$ cat config.mk
export PLATFORM = sky130hd
export DESIGN_NAME = cci_mpf_prim_fifo_packer
export DESIGN_NICKNAME = d
export VERILOG_FILES = /design/src/rtl/cci_mpf_prim_fifo_packer.sv
export SDC_FILE = /design/constraint.sdc
export NUM_CORES = 1
export LEC_CHECK = 0
export CAP_MARGIN = 10
export CORE_ASPECT_RATIO = 1.1
export CORE_MARGIN = 2
export CORE_UTILIZATION = 40
export CTS_BUF_LIST = sky130_fd_sc_hd__clkbuf_8
export DETAILED_ROUTE_END_ITERATION = 10
export PLACE_DENSITY = 0.73
export SYNTH_ARGS = -nofsm -noshare
export SYNTH_HDL_FRONTEND = slang
export SYNTH_SLANG_ARGS = --single-unit
$ cat constraint.sdc
create_clock -name clk -period 2.1 [get_ports clk]
set_input_delay 0.21 -clock clk [delete_from_list [all_inputs] [get_ports clk]]
set_output_delay 0.21 -clock clk [all_outputs]
set_load 0.02 [all_outputs]
$ cat src/rtl/cci_mpf_prim_fifo_packer.sv
// ============================================================================
// cci_mpf_prim_fifo_packer
//
// Purpose:
//   Sits on the read side of a LUTRAM FIFO (first / notEmpty / deq_en) and
//   packs N_BEATS narrow entries into one wide word, lane 0 first. The packed
//   word is handed to the consumer through a single registered output slot.
//   A partial word is emitted when no new beat has arrived for
//   TIMEOUT_CYCLES cycles, or when flush_req is raised. Every emitted word
//   carries a count of its valid lanes. Lanes above that count are zero.
//
// Parameters:
//   N_DATA_BITS    - width of one FIFO entry (one lane).
//   N_BEATS        - lanes per packed word. Must be at least 2. Any value is
//                    allowed, not only powers of two.
//   TIMEOUT_CYCLES - idle cycles before a partial word is promoted.
//                    0 turns the timeout off.
//
// Ports:
//   clk          clock.
//   reset        synchronous, active-high reset.
//   in_first     FIFO head data.
//   in_notEmpty  FIFO head valid.
//   in_deq       pop the FIFO head this cycle (combinational).
//   flush_req    level. Promote the current partial word.
//   out_data     packed word. Lane k is at [k*N_DATA_BITS +: N_DATA_BITS].
//   out_cnt      number of valid lanes in out_data (1..N_BEATS).
//   out_valid    the output slot holds a word.
//   out_deq      the consumer takes out_data this cycle.
// ============================================================================
module cci_mpf_prim_fifo_packer #(
    parameter int N_DATA_BITS    = 32,
    parameter int N_BEATS        = 4,
    parameter int TIMEOUT_CYCLES = 16
) (
    input  logic                               clk,
    input  logic                               reset,

    input  logic [N_DATA_BITS-1:0]             in_first,
    input  logic                               in_notEmpty,
    output logic                               in_deq,

    input  logic                               flush_req,

    output logic [N_BEATS*N_DATA_BITS-1:0]     out_data,
    output logic [$clog2(N_BEATS+1)-1:0]       out_cnt,
    output logic                               out_valid,
    input  logic                               out_deq
);

    localparam int CNT_W  = $clog2(N_BEATS + 1);
    // The idle counter must hold the value TIMEOUT_CYCLES. When the timeout
    // is disabled, the counter is kept at one bit and stays at zero.
    localparam int IDLE_W = (TIMEOUT_CYCLES > 0) ? $clog2(TIMEOUT_CYCLES + 1) : 1;

    localparam logic [CNT_W-1:0]  CNT_FULL = CNT_W'(N_BEATS);
    localparam logic [CNT_W-1:0]  CNT_ONE  = CNT_W'(1);
    localparam logic [IDLE_W-1:0] IDLE_MAX = IDLE_W'(TIMEOUT_CYCLES);
    localparam logic [IDLE_W-1:0] IDLE_ONE = IDLE_W'(1);

    // ------------------------------------------------------------------
    // State
    // ------------------------------------------------------------------
    logic [CNT_W-1:0]                   asm_cnt_reg;
    logic [CNT_W-1:0]                   asm_cnt_next;
    logic [IDLE_W-1:0]                  idle_cnt_reg;
    logic [IDLE_W-1:0]                  idle_cnt_next;

    logic [N_BEATS*N_DATA_BITS-1:0]     out_data_reg;
    logic [N_BEATS*N_DATA_BITS-1:0]     out_data_next;
    logic [CNT_W-1:0]                   out_cnt_reg;
    logic [CNT_W-1:0]                   out_cnt_next;
    logic                               out_valid_reg;
    logic                               out_valid_next;

    // Flat view of the assembly lanes. The lanes are held in per-lane
    // registers inside the generate loop below.
    logic [N_BEATS*N_DATA_BITS-1:0]     asm_flat;

    // ------------------------------------------------------------------
    // Control decisions
    // ------------------------------------------------------------------
    logic out_free;
    logic asm_full;
    logic asm_empty;
    logic timeout_hit;
    logic promote;
    logic accept;

    // The slot can take a new word when it is empty, or when it is drained
    // in this same cycle. This lets full words stream out with no bubbles.
    assign out_free    = !out_valid_reg || out_deq;
    assign asm_full    = (asm_cnt_reg == CNT_FULL);
    assign asm_empty   = (asm_cnt_reg == '0);
    assign timeout_hit = (TIMEOUT_CYCLES != 0) && (idle_cnt_reg == IDLE_MAX);

    // A full assembly always moves on as soon as the slot is free. A partial
    // assembly moves on only on timeout or flush. An empty assembly never
    // moves, so empty words are never produced.
    assign promote = out_free &&
                     (asm_full || (!asm_empty && (timeout_hit || flush_req)));

    // A beat is accepted when there is room for it. Room means a lane is
    // still open, or the assembly is leaving this cycle and the beat takes
    // lane 0 of the fresh word.
    assign accept = in_notEmpty && (!asm_full || promote) && !reset;
    assign in_deq = accept;

    // ------------------------------------------------------------------
    // Assembly lanes
    // ------------------------------------------------------------------
    // Each lane has its own write enable. On a promote, the incoming beat
    // (if any) goes to lane 0 and every other lane is cleared. This keeps
    // unused lanes of a later partial word at zero. Without a promote, the
    // beat goes to the lane indexed by asm_cnt_reg.
    genvar gi;
    generate
        for (gi = 0; gi < N_BEATS; gi++) begin : g_lane
            logic [N_DATA_BITS-1:0] lane_reg;
            logic                   lane_hit;

            assign lane_hit = accept &&
                              (promote ? (gi == 0) : (asm_cnt_reg == CNT_W'(gi)));

            always_ff @(posedge clk) begin
                if (reset) begin
                    lane_reg <= '0;
                end else if (lane_hit) begin
                    lane_reg <= in_first;
                end else if (promote) begin
                    lane_reg <= '0;
                end
            end

            assign asm_flat[gi*N_DATA_BITS +: N_DATA_BITS] = lane_reg;
        end
    endgenerate

    // ------------------------------------------------------------------
    // Next-state logic for the counters and the output slot
    // ------------------------------------------------------------------
    always_comb begin
        asm_cnt_next = asm_cnt_reg;
        if (promote) begin
            asm_cnt_next = accept ? CNT_ONE : '0;
        end else if (accept) begin
            asm_cnt_next = asm_cnt_reg + CNT_ONE;
        end
    end

    // The idle counter measures how long a partial word has waited with no
    // new input. It restarts on every accept or promote, and it is held at
    // zero while nothing is being assembled. It saturates at
    // TIMEOUT_CYCLES. If the slot is busy when the timeout fires, the
    // promote simply waits until the slot frees up.
    always_comb begin
        idle_cnt_next = idle_cnt_reg;
        if (accept || promote || asm_empty) begin
            idle_cnt_next = '0;
        end else if (!asm_full && (idle_cnt_reg != IDLE_MAX)) begin
            idle_cnt_next = idle_cnt_reg + IDLE_ONE;
        end
    end

    always_comb begin
        out_data_next  = out_data_reg;
        out_cnt_next   = out_cnt_reg;
        out_valid_next = out_valid_reg;
        if (promote) begin
            out_data_next  = asm_flat;
            out_cnt_next   = asm_cnt_reg;
            out_valid_next = 1'b1;
        end else if (out_deq) begin
            out_valid_next = 1'b0;
        end
    end

    always_ff @(posedge clk) begin
        if (reset) begin
            asm_cnt_reg   <= '0;
            idle_cnt_reg  <= '0;
            out_data_reg  <= '0;
            out_cnt_reg   <= '0;
            out_valid_reg <= 1'b0;
        end else begin
            asm_cnt_reg   <= asm_cnt_next;
            idle_cnt_reg  <= idle_cnt_next;
            out_data_reg  <= out_data_next;
            out_cnt_reg   <= out_cnt_next;
            out_valid_reg <= out_valid_next;
        end
    end

    assign out_data  = out_data_reg;
    assign out_cnt   = out_cnt_reg;
    assign out_valid = out_valid_reg;

    // Draining an empty slot means the consumer has lost track of the
    // handshake. The datapath ignores it, because out_valid is already low.
    always_ff @(posedge clk) begin
        if (!reset) begin
            assert (!(out_deq && !out_valid_reg))
                else $fatal(1, "cci_mpf_prim_fifo_packer: out_deq asserted with empty output slot");
        end
    end

endmodule

* Word level (Yosys, flattened, before mapping)
Index checks and enable logic that the tools add are counted.
Word-level totals: register bits after elaboration 268, input port bits 37, output and inout port bits 133, word-level logic and storage cells 58
Cells by class: add/sub/neg operators 2, eq/ne operators 6, muxes and demuxes 14, reduce and logical (&&, ||, !) cells 27
Operators with widths (count):
- $mux 32 | 5
- $reduce_bool 2->1 | 6
- $logic_and 1x1->1 | 9
- $mux 1 | 7
- $eq 3x2->1 const B | 2
- $logic_or 1x1->1 | 6
- $mux 3 | 2
- $add 5x1->5 const B | 1
- $eq 5x5->1 const B | 1
- $ne 5x5->1 const B | 1
- $logic_not 1->1 | 4
- $add 3x1->3 const B | 1
- $eq 3x1->1 const B | 1
- $eq 3x3->1 const B | 1
- $logic_not 3->1 | 1
- $reduce_or 2->1 | 1

* Logic depth before layout (Yosys ltp)
Gate-level depths: netlist (run 1).
depth in word-level cells 11, mapped depth 10, gate-level depth less buffers 6

* Least setup slack after synthesis (run 1)
OpenSTA, ideal clock, no wires.
path kind register to register, start register asm_cnt_reg[0], end register g_lane[1].lane_reg[0], setup time 0.117 ns, arrival 1.884 ns, required time 1.983 ns, setup slack 0.099 ns, stages on the path, launching flop included 9, path buffers 2, period minus slack after synthesis 2.001 ns, cell sequence dfxtp_1 -> inv_1 -> ha_1 -> buf_2 -> nor2b_2 -> a221oi_4 -> a21oi_2 -> buf_2 -> a22o_1
On the way: longest elaborated chain between the ends 10, elaborated cells on any way between the ends 15, those cells by class eq/ne: 2; mux: 2; reduce/logical: 11
RTL lines:
- start: declaration | RTL line 64 | logic [CNT_W-1:0] asm_cnt_reg;
- start signal: assignment | RTL line 186 | asm_cnt_reg <= asm_cnt_next;
- $logic_not 3->1 | RTL line 94 | assign asm_empty = (asm_cnt_reg == '0);
- $logic_not 1->1 | RTL line 101 | (asm_full || (!asm_empty && (timeout_hit || flush_req)));
- $logic_and 1x1->1 | RTL line 101
- $logic_or 1x1->1 | RTL line 101
- $logic_and 1x1->1 | RTL line 100 | assign promote = out_free &&
- $logic_or 1x1->1 | RTL line 106 | assign accept = in_notEmpty && (!asm_full || promote) && !reset;
- $logic_and 1x1->1 (2 in series) | RTL line 106
- $logic_and 1x1->1 | RTL line 122 | assign lane_hit = accept &&
- $mux 32 / $reduce_bool 2->1 (equally long branches)
- end signal: assignment | RTL line 129 | lane_reg <= in_first;
- end: declaration | RTL line 119 | logic [N_DATA_BITS-1:0] lane_reg;
Several ways; a longest one is shown, not always the timed one. A chain may end at the register's enable or synchronous reset.

* Worst setup path after layout (run 1)
start register asm_cnt_reg[0], end register out_cnt_reg[2], in the netlist out_cnt[2]
On the way: longest elaborated chain between the ends 5, elaborated cells on any way between the ends 6, those cells by class eq/ne: 1; reduce/logical: 5
RTL lines:
- $logic_not 3->1 | RTL line 94
- $logic_not 1->1 | RTL line 101
- $logic_and 1x1->1 | RTL line 101
- $logic_or 1x1->1 (*) | RTL line 101
- $logic_and 1x1->1 (*) | RTL line 100
- end signal: assignment | RTL line 189 | out_cnt_reg <= out_cnt_next;
- end: declaration | RTL line 71 | logic [CNT_W-1:0] out_cnt_reg;
Mark *: on every way between the ends. The rest lies on a longest branch, timed or not.

==> results.ini, run 1 <==
[status]
run_status = completed

[power]
switching_power_mw = 3.00
power_report.internal_total_mw = 8.25
vdd.ir_drop.worst_mv = 0.529
share_seq_of_total_power_pct = 47.1
clkPwrFrac_pct = 38.8
power.share.switching_pct = 26.7
power.density_cell_area_nw_per_um2 = 902
comb_power_share_pct = 14.1
finalPower_mw = 11.3
p_leak_nw = 4.46

[critical_path]
cp_data_required_time_ps = 2550
timing.critical_path.to_type = register
worstPathArrival_ps = 2530
timing_worst_setup_path_type = register to register
ff2ff_setup_slack_ps = 10
worst-path-max-fanout = 16
critPathLaunchType = register

[grt]
via_count_of_the_first_global_routing_pass = 7268
antenna_found_initial = 0
grt_first_pass_wirelength_um = 39000
total_routing_usage_reported_by_global_routing_pct = 20.2
globalRoute.totalOverflow = 0
grt_start_max_net_pins = 72

[job]
maxCapViolCount = 0

[clock_tree]
maximum_level_of_the_cts_h_tree = 2
clockRootBuffer = sky130_fd_sc_hd__clkbuf_8
cts_clk_pin_slew_worst_paths_ps = 70
cts_sinks = 268
cts-buffers-inserted = 42
tritoncts = built
clock_latency_ps = 530
cts-root-to-sink-buffers = 3

[die]
dieWidth_um = 148
fp.coreArea_sq_um = 22200
start_util_pct = 41.0
chipHeight_um = 162
design.die.area_sq_um = 23900
placement_rows = 57
pin_count = 170

[finish]
antenna_cells = 0
finish.cell_count_without_fillers = 1520
post_route_cells_drive_above_1_share_pct = 11.4
fin_nets = 1242
layout-area-overhead-vs-synth_pct = 37.3
most_used_cells_in_the_layout_excluding_fill_and_tap_cells = sky130_fd_sc_hd__nand2_1 (336), sky130_fd_sc_hd__dfxtp_1 (268), sky130_fd_sc_hd__clkdlybuf4s50_1 (167)
most_common_cell_after_layout_fill_and_taps_aside = sky130_fd_sc_hd__nand2_1

[synthesis]
flops_latches_synth = 268
yosysWarnings = 0
synthCells = 999
postSynth.topFlopCell = sky130_fd_sc_hd__dfxtp_1
syn_area_sq_um = 9090
xor_xnor_portion_of_the_synthesized_cell_area_pct = 0.289
synth-edff-count = 0
complex_gate_fraction_of_the_synthesized_area_pct = 19.9
unique_cell_type_count_in_the_yosys_netlist = 38
synthesis.nets = 1043
synthSimpleGateAreaFrac_pct = 15.8
average_instance_area_after_synthesis_sq_um = 9.10
async_reset_ff_share_pct = 0
synth_top_family_by_area = compound AO/OA/AOI/OAI gates
synthAdderAreaFrac_pct = 0.964
yosys-mux-area-fraction_pct = 0.110
synth-seq-area-share_pct = 59.0

[detailed_routing]
detail_route.drc_violations = 0
detail_route.vias_per_cell = 5.13
drtPass1Iterations = 5
route.detailed.wl_per_inst_um = 17.6
initialDrtViolationCount = 443
final_antenna_net_count = 0
detailroute.via_count = 7792
detail_route.wirelength_um = 26800

[sta]
fin_tns_setup_ps = 0
slew-limit-headroom_pct = 47.0
clock-skew-final_ps = 22.7
worstMarginPinSlew_ps = 795
fin_crit_sh_pct = 99.3
final.min_clock_period_ps = 2090
final_hold_viol_count = 0
final_critical_path_setup_slack_ps = 14.7
finalMaxSlewViolations = 0
timing.fmax_ghz = 0.480
final-setup-viol-count = 0

[placed_design]
placed_cells = 1422
place_worst_setup_slack_ps = -193
placement.io_buffers = 169
routabilityCongestion = 0.833
detailed_place_hpwl_um = 15400

[worst_hold_path]
min_path_type = primary input to register

-- metal layers --
layer	up-vias	routed length, um	global-route usage, %
li1	3783	-	-
met1	3721	12100	27.6
met2	254	12600	32.7
met3	34	1570	3.88
met4	0	413	5.33
met5	-	0	0
-- final timing paths --
path	startpoint	to	cells past startpoint
setup / recovery	asm_cnt_reg[0]	out_cnt[2]	10
hold / removal	in_first[27]	g_lane[3].lane_reg[27]	3
setup reg to reg	asm_cnt_reg[0]	out_cnt[2]	10
hold reg to reg	g_lane[0].lane_reg[14]	out_data[14]	2
-- through the flow --
step / instance area, sq um / util [%] / hold slack [ps]
4_1_cts: 12100 / 54.5 / 319
6_report: 12500 / 56.2 / 342
3_5_place_dp: 11200 / 50.4 / 444
5_1_grt: 12500 / 56.2 / 328
2_1_floorplan: 9090 / - / 336
3_3_place_gp: 11200 / 50.4 / 437
-- power groups by stage --
stage	clock network (mW)	logic, mW	registers, mW
2_1_floorplan	0	0.633	5.45
3_3_place_gp	0	1.19	5.41
3_5_place_dp	0	1.21	5.41
4_1_cts	4.43	1.27	5.30
5_1_grt	4.69	1.68	5.31
6_report	4.36	1.59	5.30
-- what timing repair did --
item,CTS,global route
hold buffers,1,0
setup buffers,2,12
pin swaps,1,4
endpoints found under the hold margin,1,0
gates resized for setup,9,16
cloned,2,10
setup endpoints to repair,97,215
-- cells in the mapped netlist, drive strengths merged, types with 4 or more instances --
cell      n  area share, %
nand2   336             14
clkbuf   34            1.4
a211oi    4           0.52
nor2      8           0.33
dfxtp   268             59
a21oi   169            9.4
inv       6           0.25
a22o     96            9.3
buf      41            2.2
ha        7           0.96
-- kinds of logic (layout without fill, tap and decap cells) --
family                   after synthesis  in the layout
XOR/XNOR                               3              3
buffers and inverters                 81            303
AO/OA/AOI/OAI                        275            277
multiplexers                           1              1
flip-flops                           268            268
adder cells (fa/ha/maj)                7              7
AND/OR/NAND/NOR                      364            366
-- critical path, stage by stage (launching register included) --
cell and delay (ps):
sky130_fd_sc_hd__dfxtp_1 350, sky130_fd_sc_hd__inv_1 70, sky130_fd_sc_hd__ha_2 200, sky130_fd_sc_hd__buf_6 140, sky130_fd_sc_hd__or2_2 330, sky130_fd_sc_hd__o211ai_4 230
sky130_fd_sc_hd__buf_12 140, sky130_fd_sc_hd__buf_4 130, sky130_fd_sc_hd__buf_8 180, sky130_fd_sc_hd__nand2_1 70, sky130_fd_sc_hd__a21oi_1 150
-- area by class of cell --
type | count | area, sq um
Clock buffer | 53 | 729
Clock inverter | 18 | 109
Fill cell | 1981 | 9710
Inverter | 6 | 22.5
Multi-Input combinational cell | 654 | 3510
Sequential cell | 268 | 5370
Tap cell | 295 | 369
Timing Repair Buffer | 226 | 2370
(Power assumes the default switching activity.)
==> run 2: changes to the inputs <==
--- a/config.mk
+++ b/config.mk
@@ -7,3 +7,3 @@
 export LEC_CHECK = 0
-export CAP_MARGIN = 10
+export CAP_MARGIN = 20
 export CORE_ASPECT_RATIO = 1.1
--- a/constraint.sdc
+++ b/constraint.sdc
@@ -3,2 +3,2 @@
 set_output_delay 0.21 -clock clk [all_outputs]
-set_load 0.02 [all_outputs]
+set_load 0.1 [all_outputs]
==> run 2 against run 1 <==
Against the previous run: non-clock buffer count down 7; maximum frequency is 3.2% higher; clock skew up 0.61 ps; clock-buffer cell count is 4 lower; critical path type unchanged.
==> results.ini, run 2 (synthesis gave the netlist of run 1 again) <==
[detailed_routing]
detail_route.drc_violations = 0  ; unchanged
route.detailed.wl_per_inst_um = 17.5  ; -0.57%
detail_route.vias_per_cell = 5.14  ; +0.20%
detailroute.via_count = 7746  ; -0.59%
drtPass1Iterations = 4  ; -1
detail_route.wirelength_um = 26400  ; -1.4%
initialDrtViolationCount = 421  ; -5.0%
final_antenna_net_count = 0  ; unchanged

[job]
maxCapViolCount = 0  ; unchanged

[clock_tree]
tritoncts = built
clockRootBuffer = sky130_fd_sc_hd__clkbuf_8
cts-buffers-inserted = 43  ; +2.4%
cts-root-to-sink-buffers = 3  ; unchanged
maximum_level_of_the_cts_h_tree = 2  ; unchanged
cts_clk_pin_slew_worst_paths_ps = 60  ; about the same
cts_sinks = 268  ; unchanged
clock_latency_ps = 540  ; about the same

[finish]
most_common_cell_after_layout_fill_and_taps_aside = sky130_fd_sc_hd__nand2_1
most_used_cells_in_the_layout_excluding_fill_and_tap_cells = sky130_fd_sc_hd__nand2_1 (336), sky130_fd_sc_hd__dfxtp_1 (265), sky130_fd_sc_hd__a21oi_1 (162)
layout-area-overhead-vs-synth_pct = 33.0
antenna_cells = 0  ; unchanged
fin_nets = 1236  ; -0.48%
post_route_cells_drive_above_1_share_pct = 22.0  ; +11 points
postLayoutCellArea_sq_um = 12100  ; -3.1%
post-route-util_pct = 54.5  ; -1.7 points
finish.cell_count_without_fillers = 1508  ; -0.79%

[sta]
timing.fmax_ghz = 0.495  ; +3.2%
final.min_clock_period_ps = 2020  ; -65.0 ps
slew-limit-headroom_pct = 58.4  ; +11 points
fin_tns_setup_ps = 0  ; unchanged
holdWs_ps = 345  ; +2.37 ps
final_critical_path_setup_slack_ps = 79.7  ; +65.0 ps
finalMaxSlewViolations = 0  ; unchanged
fin_crit_sh_pct = 96.2  ; -3.1 points
clock-skew-final_ps = 23.3  ; +0.612 ps
worstMarginPinSlew_ps = 622  ; -172 ps
final-setup-viol-count = 0  ; unchanged
final_hold_viol_count = 0  ; unchanged

[critical_path]
setup.worst_path.end = g_lane[2].lane_reg[30]
worst_path_largest_cell_delay_ps = 490  ; +140 ps
r2r-start = asm_cnt_reg[0]
timing.critical_path.to_type = register
timing_worst_setup_path_type = register to register
cp_data_required_time_ps = 2570  ; +20 ps
crit_path_cell_trace = inv_1 -> ha_4 -> nor2b_2 -> a221oi_4 -> buf_12 -> a21oi_4 -> a22o_1
critPathSlowestCell = sky130_fd_sc_hd__a21oi_4
worst-path-max-fanout = 16  ; unchanged
worstPathArrival_ps = 2490  ; -40 ps
timing.rr.end = g_lane[2].lane_reg[30]
crit_path_start = asm_cnt_reg[0]
ff2ff_setup_slack_ps = 80  ; +70 ps
rr_worst_depth = 7  ; -3
critPathLaunchType = register

[power]
power_report.internal_total_mw = 7.96  ; -3.6%
power.density_cell_area_nw_per_um2 = 924  ; +2.4%
power.share.switching_pct = 28.8  ; +2.1 points
comb_power_share_pct = 16.4  ; +2.3 points
clkPwrFrac_pct = 36.1  ; -2.7 points
p_leak_nw = 4.68  ; +5.1%
finalPower_mw = 11.2  ; -0.73%
vdd.ir_drop.worst_mv = 0.460  ; -13%
share_seq_of_total_power_pct = 47.5  ; +0.4 points
switching_power_mw = 3.21  ; +7.0%

[die]
chipHeight_um = 162  ; unchanged
start_util_pct = 41.0  ; unchanged
placement_rows = 57  ; unchanged
pin_count = 170  ; unchanged
dieWidth_um = 148  ; unchanged
design.die.area_sq_um = 23900  ; unchanged
fp.coreArea_sq_um = 22200  ; unchanged

[placed_design]
postPlaceCellArea_sq_um = 10900  ; -2.7%
placed_cells = 1422  ; unchanged
routabilityCongestion = 0.768  ; -7.7%
place_worst_setup_slack_ps = -179  ; +14.0 ps
placement.io_buffers = 169  ; unchanged
detailed_place_hpwl_um = 15700  ; +1.9%

[grt]
grt_first_pass_wirelength_um = 38700  ; -0.96%
total_routing_usage_reported_by_global_routing_pct = 20.0  ; -0.20 points
globalRoute.totalOverflow = 0  ; unchanged
antenna_found_initial = 0  ; unchanged
via_count_of_the_first_global_routing_pass = 7302  ; +0.47%
grt_start_max_net_pins = 81  ; +13%

[worst_hold_path]
min_path_type = primary input to register

[status]
run_status = completed

[run 2: metal layers]
| metal | global-route usage (%) | up-vias | part of all wire, % |
|---|---|---|---|
| li1 | - | 3758 | - |
| met1 | 27.0 | 3727 | 45 |
| met2 | 32.7 | 226 | 48 |
| met3 | 3.23 | 35 | 5.2 |
| met4 | 6.69 | 0 | 2.0 |
| met5 | 0 | - | 0 |
[run 2: worst max-delay path: cells and delay by family, from the launching register on]
family                     cells  cell delay (ps)
AOI/OAI and AO/OA              3              850
and+or+nand+nor                1              340
DFF                            1              300
buffers and inverters          2              270
adders and majority gates      1              170
[run 2: final cells by class]
cell class / instances / area, sq um
sequential: 268 / 5370
timing repair buffer: 219 / 2050
inverter: 6 / 22.5
tap: 295 / 369
fill: 2014 / 10100
multi-input combinational: 654 / 3520
clock inverter: 17 / 81.3
clock buffer: 49 / 674
[run 2: worst min-delay path by stage]
| stage | startpoint | end | slack [ps] | depth (start not counted) |
|---|---|---|---|---|
| floorplan | in_first[0] | g_lane[1].lane_reg[0] | 340 | 1 |
| global placement | g_lane[3].lane_reg[27] | out_data[123] | 440 | 2 |
| detailed placement | g_lane[2].lane_reg[24] | out_data[88] | 440 | 2 |
| CTS | in_first[15] | g_lane[3].lane_reg[15] | 320 | 3 |
| global route | in_first[27] | g_lane[3].lane_reg[27] | 340 | 3 |
| finish | in_first[27] | g_lane[3].lane_reg[27] | 340 | 3 |
[run 2: what timing repair did]
| item | CTS | global route |
|---|---|---|
| gates cloned | 2 | 11 |
| setup endpoints to repair | 70 | 167 |
| hold buffers | 1 | 0 |
| setup buffers | 0 | 6 |
| pin swaps | 3 | 5 |
| hold endpoints to repair | 5 | 0 |
| gates resized for setup | 6 | 20 |
[run 2: power by group through the flow]
stage	clock (mW)	sequential, mW	combinational [mW]
2_1_floorplan	0	5.72	0.641
3_3_place_gp	0	5.41	1.45
3_5_place_dp	0	5.41	1.47
4_1_cts	4.11	5.30	1.52
5_1_grt	4.33	5.32	1.92
6_report	4.03	5.31	1.83
==> run 3: changes to the inputs <==
Settings changed: CELL_PAD_IN_SITES_DETAIL_PLACEMENT set to 1, CELL_PAD_IN_SITES_GLOBAL_PLACEMENT set to 1, CORE_UTILIZATION 40 to 37, PLACE_DENSITY 0.73 to 0.86.
==> run 3 against run 2 <==
Against the previous run: clock skew shrank 6.8 ps; critical path depth is the same; combinational power grew 4%; largest cell class unchanged; largest power group unchanged.
==> results.ini, run 3 (synthesis gave the netlist of run 1 again) <==
[placed_design]
place_worst_setup_slack_ps = -159  ; +19.8 ps
placed_cells = 1445  ; +1.6%
placement.io_buffers = 169  ; unchanged
routabilityCongestion = 0.758  ; -1.3%
detailed_place_hpwl_um = 18000  ; +15%

[sta]
fin_tns_setup_ps = 0  ; unchanged
slew-limit-headroom_pct = 54.9  ; -3.5 points
final_critical_path_setup_slack_ps = 76.1  ; -3.67 ps
final-setup-viol-count = 0  ; unchanged
finalMaxSlewViolations = 0  ; unchanged
fin_crit_sh_pct = 96.4  ; +0.17 points
final_hold_viol_count = 0  ; unchanged
worstMarginPinSlew_ps = 675  ; +53.0 ps
final.min_clock_period_ps = 2020  ; +3.67 ps
clock-skew-final_ps = 16.5  ; -6.85 ps
timing.fmax_ghz = 0.494  ; -0.18%

[finish]
layout-area-overhead-vs-synth_pct = 36.4
most_used_cells_in_the_layout_excluding_fill_and_tap_cells = sky130_fd_sc_hd__nand2_1 (336), sky130_fd_sc_hd__dfxtp_1 (265), sky130_fd_sc_hd__buf_4 (169)
fin_nets = 1244  ; +0.65%
most_common_cell_after_layout_fill_and_taps_aside = sky130_fd_sc_hd__nand2_1
multi_input_comb_area_sq_um = 3500  ; -0.67%
finish.cell_count_without_fillers = 1545  ; +2.5%
regArea_sq_um = 5370  ; unchanged
post_route_cells_drive_above_1_share_pct = 23.6  ; +1.6 points
n_fill_cell = 2805  ; +39%

[die]
placement_rows = 60  ; +5.3%
fp.coreArea_sq_um = 24300  ; +9.7%
start_util_pct = 37.4  ; -3.6 points
design.die.area_sq_um = 25800  ; +7.9%
dieWidth_um = 153  ; +3.9%
pin_count = 170  ; unchanged
chipHeight_um = 168  ; +3.9%

[detailed_routing]
drtPass1Iterations = 5  ; +1
detailroute.via_count = 8225  ; +6.2%
met1Wirelength_um = 13300  ; +12%
detail_route.drc_violations = 0  ; unchanged
initialDrtViolationCount = 389  ; -7.6%
top_layer_used = met4
routed_wire_length_on_met2_um = 15100  ; +21%
detail_route.vias_per_cell = 5.32  ; +3.6%
route.detailed.wl_per_inst_um = 20.1  ; +15%
detail_route.wirelength_um = 31100  ; +18%
final_antenna_net_count = 0  ; unchanged
met3_routed_length_um = 1740  ; +28%

[critical_path]
worstPathArrival_ps = 1810  ; -680 ps
crit_buf_inv = 4  ; +2
crit_path_cell_trace = inv_2 -> ha_4 -> buf_6 -> nand4b_1 -> and3_4 -> buf_6 -> buf_12
worst_path_largest_cell_delay_ps = 320  ; -170 ps
worst-path-max-fanout = 6  ; -10
timing_worst_setup_path_type = register to output pin
most_numerous_cell_on_the_critical_path = sky130_fd_sc_hd__buf_6
timing.critical_path.to_type = output pin
cp_top_family = buffers and inverters
critPathLaunchType = register
cp_data_required_time_ps = 1890  ; -680 ps
critPathSlowestCell = sky130_fd_sc_hd__dfxtp_2

[clock_tree]
cts-root-to-sink-buffers = 3  ; unchanged
maximum_level_of_the_cts_h_tree = 2  ; unchanged
cts_sinks = 268  ; unchanged
clockRootBuffer = sky130_fd_sc_hd__clkbuf_8
cts-buffers-inserted = 44  ; +2.3%
clock_latency_ps = 540  ; about the same
cts_clk_pin_slew_worst_paths_ps = 60  ; about the same
tritoncts = built

[power]
vdd.ir_drop.worst_mv = 0.499  ; +8.4%
finalPower_mw = 12.3  ; +10%
power.density_cell_area_nw_per_um2 = 994  ; +7.6%
p_leak_nw = 4.81  ; +2.7%

[worst_hold_path]
min_path_type = primary input to register

[job]
maxCapViolCount = 0  ; unchanged

[grt]
via_count_of_the_first_global_routing_pass = 8466  ; +16%
total_routing_usage_reported_by_global_routing_pct = 22.4  ; +2.4 points
grt_first_pass_wirelength_um = 46500  ; +20%
globalRoute.totalOverflow = 0  ; unchanged
antenna_found_initial = 2  ; +2
grt_start_max_net_pins = 80  ; -1.2%

[status]
run_status = completed

run 3: layout make-up:
cell class | instances | area share (%)
tap | 310 | 3.13
multi-input combinational | 653 | 28.2
clock buffer | 58 | 6.44
antenna | 1 | 0.0202
inverter | 6 | 0.182
timing repair buffer | 227 | 16.9
clock inverter | 22 | 1.72
sequential | 268 | 43.3
run 3: stage by stage:
step / utilization (%) / hold slack [ps] / cell area [sq um]
after detailed placement: 45.1 / 447 / 11000
final: 51.0 / 286 / 12400
after global routing: 51.0 / 306 / 12400
after CTS: 50.0 / 260 / 12200
after global placement: 45.1 / 441 / 11000
after floorplan: - / 336 / 9090
run 3: power by group:
part / switching [mW] / total, mW / internal, mW
sequential: 0.0873 / 5.31 / 5.22
clock: 2.12 / 5.10 / 2.98
combinational: 1.28 / 1.91 / 0.631
total: 3.48 / 12.3 / 8.84
run 3: tightest hold or removal path, cell delays in order:
cell	delay, ps
sky130_fd_sc_hd__buf_4	140
sky130_fd_sc_hd__buf_4	270
sky130_fd_sc_hd__a21oi_1	160
run 3: final timing paths:
check / slack (ps) / startpoint / cells after the start / to
worst max register to register: 100 / asm_cnt_reg[1] / 10 / g_lane[0].lane_reg[1]
worst max-delay path: 80 / asm_cnt_reg[1] / 7 / in_deq
worst min register to register: 450 / g_lane[3].lane_reg[20] / 2 / out_data[116]
worst min-delay path: 290 / reset / 3 / out_data[34]
run 3: repair_timing:
action,4_1_cts,5_1_grt
gates cloned,4,5
gates resized for setup,8,18
endpoints found under the setup margin,171,228
buffers inserted,5,5
hold buffers,0,0
pin swaps,4,2
run 3: per-layer routing:
metal	vias to the layer above	GRT usage [%]
met4	0	7.82
met5	-	0
met1	4108	28.2
met3	58	4.17
li1	3796	-
met2	263	38.5
